[src/rtl/prio_req_encoder.sv]
// prio_req_encoder: registered priority encoder with sticky request capture.
// Request pulses are latched into a pending register. The highest-index
// pending request is offered on a valid/ready port, one index per handshake,
// and that pending bit is cleared when the offer is accepted.
//
// Optional feature macro: SEG_DISPLAY_EN (adds the seg0 7-segment output).
//
// Ports:
//   clk        in   1      clock, all state on rising edge
//   rst        in   1      synchronous reset, active-high
//   en         in   1      capture/offer enable
//   req        in   N_REQ  request pulses, each sets its pending bit
//   out_ready  in   1      consumer accepts the offered index
//   out_valid  out  1      offer present (registered)
//   out_idx    out  IDX_W  offered index (registered)
//   pending    out  N_REQ  pending request register
//   grant_cnt  out  CNT_W  accepted-handshake counter (wraps)
//   seg0       out  7      active-low hex digit {g..a} (SEG_DISPLAY_EN only)
module prio_req_encoder #(
  parameter int unsigned N_REQ = 8,
  parameter int unsigned IDX_W = 3,
  parameter int unsigned CNT_W = 8
) (
  input  logic             clk,
  input  logic             rst,
  input  logic             en,
  input  logic [N_REQ-1:0] req,
  input  logic             out_ready,
  output logic             out_valid,
  output logic [IDX_W-1:0] out_idx,
  output logic [N_REQ-1:0] pending,
  output logic [CNT_W-1:0] grant_cnt
`ifdef SEG_DISPLAY_EN
  ,
  output logic [6:0]       seg0
`endif
);

  // Parameter sanity check at elaboration.
  generate
    if ((N_REQ < 2) || (N_REQ > 16) || (IDX_W != $clog2(N_REQ))) begin : g_bad_params
      $error("prio_req_encoder: N_REQ must be 2..16 and IDX_W must equal clog2(N_REQ)");
    end
  endgenerate

  typedef enum logic {
    IDLE  = 1'b0,
    OFFER = 1'b1
  } state_t;

  state_t           state;
  state_t           state_d;
  logic             valid_d;
  logic [IDX_W-1:0] idx_d;
  logic [N_REQ-1:0] pending_d;
  logic [CNT_W-1:0] cnt_d;
  logic             accept;
  logic [N_REQ-1:0] clr;
  logic [N_REQ-1:0] remaining;

  // Highest set bit index; caller only uses the result for nonzero input.
  function automatic logic [IDX_W-1:0] prio(input logic [N_REQ-1:0] v);
    logic [IDX_W-1:0] r;
    r = '0;
    for (int i = 0; i < int'(N_REQ); i++) begin
      if (v[i]) r = IDX_W'(i);
    end
    return r;
  endfunction

  // Next-state, pending and counter logic.
  always_comb begin
    state_d   = state;
    valid_d   = out_valid;
    idx_d     = out_idx;
    accept    = out_valid & out_ready;
    clr       = accept ? (N_REQ'(1) << out_idx) : '0;
    remaining = pending & ~clr;
    // Set wins over clear: a same-cycle req on the accepted bit stays pending.
    pending_d = en ? (remaining | req) : remaining;
    cnt_d     = accept ? (grant_cnt + CNT_W'(1)) : grant_cnt;

    case (state)
      IDLE: begin
        valid_d = 1'b0;
        if (en && (|pending)) begin
          idx_d   = prio(pending);
          valid_d = 1'b1;
          state_d = OFFER;
        end
      end
      OFFER: begin
        valid_d = 1'b1;
        if (accept) begin
          // Next offer ignores this cycle's req; it is seen one cycle later.
          if (en && (|remaining)) begin
            idx_d = prio(remaining);
          end else begin
            valid_d = 1'b0;
            state_d = IDLE;
          end
        end
      end
      default: begin
        valid_d = 1'b0;
        state_d = IDLE;
      end
    endcase
  end

  // State and output registers.
  always_ff @(posedge clk) begin
    if (rst) begin
      state     <= IDLE;
      out_valid <= 1'b0;
      out_idx   <= '0;
      pending   <= '0;
      grant_cnt <= '0;
    end else begin
      state     <= state_d;
      out_valid <= valid_d;
      out_idx   <= idx_d;
      pending   <= pending_d;
      grant_cnt <= cnt_d;
    end
  end

`ifdef SEG_DISPLAY_EN
  logic [3:0] nib;
  logic [6:0] glyph;

  // Hex glyph (active-high gfedcba), inverted for the active-low digit.
  always_comb begin
    nib = 4'(out_idx);
    case (nib)
      4'h0: glyph = 7'h3F;
      4'h1: glyph = 7'h06;
      4'h2: glyph = 7'h5B;
      4'h3: glyph = 7'h4F;
      4'h4: glyph = 7'h66;
      4'h5: glyph = 7'h6D;
      4'h6: glyph = 7'h7D;
      4'h7: glyph = 7'h07;
      4'h8: glyph = 7'h7F;
      4'h9: glyph = 7'h6F;
      4'hA: glyph = 7'h77;
      4'hB: glyph = 7'h7C;
      4'hC: glyph = 7'h39;
      4'hD: glyph = 7'h5E;
      4'hE: glyph = 7'h79;
      default: glyph = 7'h71;
    endcase
    seg0 = out_valid ? ~glyph : 7'h7F;
  end
`endif

endmodule
[config.mk]
export PLATFORM = sky130hd
export DESIGN_NAME = prio_req_encoder
export DESIGN_NICKNAME = d
export VERILOG_FILES = /design/src/rtl/prio_req_encoder.sv
export SDC_FILE = /design/constraint.sdc
export NUM_CORES = 1
export LEC_CHECK = 0
export ABC_CLOCK_PERIOD_IN_PS = 1670
export CORE_MARGIN = 2
export CORE_UTILIZATION = 47
export CTS_BUF_LIST = sky130_fd_sc_hd__clkbuf_2
export DETAILED_ROUTE_END_ITERATION = 7
export HOLD_SLACK_MARGIN = 0.03
export PLACE_DENSITY = 0.81
export SLEW_MARGIN = 20
export SYNTH_ARGS = -nofsm -noshare
export SYNTH_HDL_FRONTEND = slang
export SYNTH_SLANG_ARGS = --single-unit
[constraint.sdc]
create_clock -name clk -period 1.67 [get_ports clk]
set_input_delay 0.167 -clock clk [delete_from_list [all_inputs] [get_ports clk]]
set_output_delay 0.167 -clock clk [all_outputs]
set_load 0.02 [all_outputs]
==> Word level (Yosys, flattened, before mapping) <==
Index checks and enable logic that the tools add are counted.
{ "totals": {"word_cells": 43, "out_inout_bits": 20, "reg_bits": 20, "in_bits": 12} }
{ "classes": {"bitwise_logic": 5, "shift": 1, "n_mux": 24, "addsub": 1, "eq_ne": 3, "reduce_logical": 5} }
{ "ops": {"columns": ["op", "n"], "rows": [
  ["two-way mux 3 bit", 15],
  ["two-way mux 8 bit", 2],
  ["OR reduction 8 bit", 2],
  ["adder 8 x 1 -> 8 bit (second input constant)", 1],
  ["AND 8 bit", 1],
  ["inverter 8 bit", 1],
  ["bitwise OR 8 bit", 1],
  ["left shift 1 x 3 -> 8 bit (first input constant)", 1],
  ["case mux 3 bit (2 select lines)", 1],
  ["two-way mux 1 bit", 5],
  ["inequality test 2 x 1 -> 1 bit (second input constant)", 2],
  ["AND reduction 3 bit", 1],
  ["logical AND 1 bit", 2],
  ["inequality test 2 bit (second input constant)", 1],
  ["case mux 1 bit (2 select lines)", 1],
  ["AND 1 bit", 1],
  ["inverter 1 bit", 1]
]} }

==> Logic depth before layout (Yosys ltp) <==
Gate-level depths: netlist of the first run.
{ "logic_depth": {"depth_word": 14, "ltp_mapped": 7, "mapped_depth_nobuf": 6} }

==> Worst setup path after synthesis of the first run <==
Ideal clock, no wire load.
{ "synth_timing": {"path_kind": "flip-flop to flip-flop", "from": "reg out_idx[1]", "to": "reg out_idx[1]", "path_stages_with_launch": 8, "slack_ns": 0.001, "arrival_ns": 1.538, "setup_ns": 0.131, "path_buffers": 1, "required_ns": 1.539, "period_less_slack_ns": 1.669, "cell_sequence": "dfxtp_1 > buf_4 > nand2b_1 > o21ai_1 > and4_2 > a31oi_4 > o2111a_1 > nor3_2"} }
{ "synth_via": {"elab_chain_cells": 13, "word_cells_on_any_way": 17, "classes_between": "eq/ne: 1; shift: 1; mux: 10; bitwise: 2; reduce/logical: 3"} }
{ "synth_lines": {"columns": ["element", "line_no", "rtl"], "rows": [
  ["from (decl)", "30", "output logic [IDX_W-1:0] out_idx,"],
  ["from (signal assigned)", "122", "out_idx <= idx_d;"],
  ["left shift 1 x 3 -> 8 bit *", "77", "clr = accept ? (N_REQ'(1) << out_idx) : '0;"],
  ["two-way mux 8 bit *", "77", null],
  ["inverter 8 bit *", "78", "remaining = pending & ~clr;"],
  ["AND 8 bit *", "78", null],
  ["two-way mux 3 bit (6 in series)", "66", "if (v[i]) r = IDX_W'(i);"],
  ["two-way mux 3 bit", "96", "if (en && (|remaining)) begin"],
  ["two-way mux 3 bit", "94", "if (accept) begin"],
  ["case mux 3 bit (2 select lines)", "83", "case (state)"]
]} }
Every way passes the cells marked *; elsewhere a longest branch is shown, timed or not. The select of a mux whose other input is x is not followed.
A chain may end at the register's enable or synchronous reset.

==> Final worst setup path of the first run <==
{ "layout_timing": {"from": "reg pending[2]", "to": "reg out_idx[1]"} }
{ "layout_via": {"elab_chain_cells": 10, "word_cells_on_any_way": 24, "classes_between": "eq/ne: 2; mux: 16; bitwise: 1; reduce/logical: 5"} }
{ "layout_lines": {"columns": ["element", "line_no", "rtl"], "rows": [
  ["from (decl)", "31", "output logic [N_REQ-1:0] pending,"],
  ["from (signal assigned)", "123", "pending <= pending_d;"],
  ["AND 8 bit", "78", null],
  ["two-way mux 3 bit (6 in series)", "66", null],
  ["two-way mux 3 bit", "96", null],
  ["two-way mux 3 bit", "94", null],
  ["case mux 3 bit (2 select lines)", "83", null]
]} }
Parallel ways exist; a longest one is shown, timed or not. The select of a mux whose other input is x is not followed.

==> summary.md, run 1 <==
| Metric | Value |
|---|---|
| Status | finished, final reports clean |
| Share of synthesized flip-flops with an asynchronous set or reset | 0 |
| Final hold slack | 0.381 ns |
| CTS tree | yes |
| First-pass iteration count of the detailed router | 4 |
| Cts bufs inserted | 3 |
| Post-route cell area | 1550 um^2 |
| Slew margin rel. | 0.791 |
| # IOs | 32 |
| Placed cell area | 1500 um^2 |
| Top cell family by delay on the critical path | simple AND/OR/NAND/NOR gates |
| Clk slew on worst S/H paths | 0.18 ns |
| Post-CTS Repair Setup Buffers | 0 |
| Final #Nets | 188 |
| Pre-CTS setup slack | -0.306 ns |
| Die width | 50.6 um |
| Distinct cell type count after synthesis | 40 |
| Vias | 1079 |
| Synthesized net count | 135 |
| Post-Place Cells | 197 |
| DRC viols | 0 |
| RSZ-0062 raised after global routing | true |
| Synth Flop Type | dfxtp_1 |
| Post-detail-place hpwl | 2.19 mm |
| Final Hold Vio Count | 0 |
| GRT Total Usage | 0.236 |
| CP max stage cell | or4_4 |
| Clk_lat worst skew | 0.31 ns |
| Initial core utilization | 0.509 |
| #FFs+latches synth | 20 |
| Fin crit share | 0.991 |
| CP startpoint kind | flip-flop |
| Crit-path cells | or4_4 -> o31a_1 -> nand2_2 -> a31oi_4 -> o2111a_1 -> nor3_2 |
| Post-synth EDFFs | 0 |
| CP max stage delay | 0.52 ns |
| Largest net degree at the start of global routing | 21 |
| Vias in the first global route | 998 |
| Initial antenna violation count | 0 |
| Non-Filler Instances | 200 |
| Final WL | 2.82 mm |
| Gr ovfl total | 0 |
| Top-area cell type share of the netlist area | 0.393 |
| F_max | 604 MHz |
| Crit path time final | 1.66 ns |
| Filler cells | 137 |
| H-tree levels | 1 |
| Die area | 2560 um^2 |
| Final Max Tran Viols | 0 |
| Final core occ | 0.773 |
| VDD IR max | 0.000479 V |
| Core ar. | 2000 um^2 |
| Critical Path RT | 1.93 ns |
| Syn Inst Count | 122 |
| Multi-input logic area | 603 um^2 |
| Initial drt markers | 22 |
| Sequential cell area | 413 um^2 |
| Tightest Pin Transition | 0.311 ns |
| Fin worst setup slack | 0.0148 ns |
| Finish-stage setup viols | 0 |
| YS warnings | 0 |
| Leakage Power | 0.605 nW |
| Maximum clock insertion buffer count | 2 |
| Final Power | 1.08 mW |
| Post-synthesis cell area | 1020 um^2 |
| CTS Sinks | 20 |
| Synthesized area per cell | 8.35 um^2 |
| Site Rows | 16 |
| Worst Setup Path Type | reg2reg |
| Worst EP arrival | 1.91 ns |
| Global-route wire length before repair | 4.52 mm |
| Root buffer cell | clkbuf_2 |
| DR vias/cell | 5.40 |
| Sequential-to-total area share from yosys stat | 0.393 |
| Wire per inst | 14.1 um |
| Synth area leaders | dfxtp_1 39%, nand2_1 6.6%, a21oi_1 6.4% |
| Cell accounting for the most synthesized area | dfxtp_1 |
| WP buf/inv | 0 |
| Pwr per Cell Area | 699 nW/um^2 |
| P&R area growth vs syn | 51.8% |
| PortBufs | 31 |
| N_diodes | 0 |
| Die H | 50.6 um |
| CP max FO | 5 |
| Routed Antenna Nets | 0 |
| Gpl congestion | 0.895 |
| MaxCap Viol Count | 0 |
| Setup crit end kind | flip-flop |
| Clock skew | 0.00269 ns |
| Total Neg Setup Slack | 0 ns |
| Min-delay worst type | in2reg |
| Layout cell share with drive strength beyond 1 | 0.254 |
==> metal layers <==
layer	routed length (um)	global-route usage	part of all wire
met4	32	0.0991	0.011
met5	0	0	0
met1	1150	0.280	0.41
met2	1430	0.410	0.51
met3	207	0.0506	0.073
==> layout by cell type (no fill, tap or decap), drive strengths merged, types with 2 or more instances in the layout <==
cell type       n
dfxtp          20
nand2          19
or3             3
xor2            4
and2            2
buf            22
o211ai          2
clkdlybuf4s50  30
o21ai          10
o31ai           2
clkbuf          3
nand3           3
nor2           11
nand4           4
nand2b          4
a21oi          14
o21a            2
==> state kept, by name (all words and copies together) (netlist names) <==
name	flops
pending	8
grant_cnt	8
out_idx	3
state	1
==> area by class of cell <==
cell class | instances | area share
Sequential cell | 20 | 0.267
Multi-Input combinational cell | 96 | 0.390
Tap cell | 27 | 0.0218
Timing Repair Buffer | 53 | 0.309
Inverter | 1 | 0.00243
Clock buffer | 3 | 0.00971
==> worst min-delay path: cells and delay by family <==
family                 cells  cell delay (ns)
buffers and inverters      1             0.39
AND/OR/NAND/NOR            1             0.06
AO/OA/AOI/OAI              1             0.05
==> worst paths after layout <==
kind / end / cells past startpoint / slack [ns] / startpoint
setup / recovery: out_idx[1] / 6 / 0.01 / pending[2]
setup reg to reg: out_idx[1] / 6 / 0.01 / pending[2]
hold / removal: pending[3] / 3 / 0.38 / req[3]
hold reg to reg: grant_cnt[7] / 2 / 0.50 / grant_cnt[7]
==> Yosys cell counts (3+ instances only) <==
library cell and instances:
a21oi_1 13, clkbuf_1 3, nand4_1 4, nor2_1 11
dfxtp_1 20, o21ai_0 7, nand2b_1 3, nand2_1 18
o21ai_1 3, xor2_1 4, or3_1 3
==> power breakdown <==
part / switching [mW] / internal, mW
registers: 0.0369 / 0.507
logic: 0.159 / 0.182
clock network: 0.147 / 0.0490
==> kinds of logic after synthesis <==
kind of cell / count (synthesis) / share of synthesized area
mux: 1 / 0.00983
compound gates: 36 / 0.235
xor+xnor: 5 / 0.0430
simple gates: 53 / 0.274
fa+ha+maj: 1 / 0.0123
buf+inv: 6 / 0.0332
flops: 20 / 0.393
==> repair_timing <==
item	4_1_cts	5_1_grt
hold buffers	0	0
pin swaps	0	5
resized for setup	5	10
setup endpoints to repair	5	5
gates cloned	0	0
(Power assumes the default switching activity.)
==> run 2: changes to the inputs <==
SLEW_MARGIN = not set   (was 20)
==> results of run 2 <==
Final layout, timing and power as in run 1 (identical DEF).
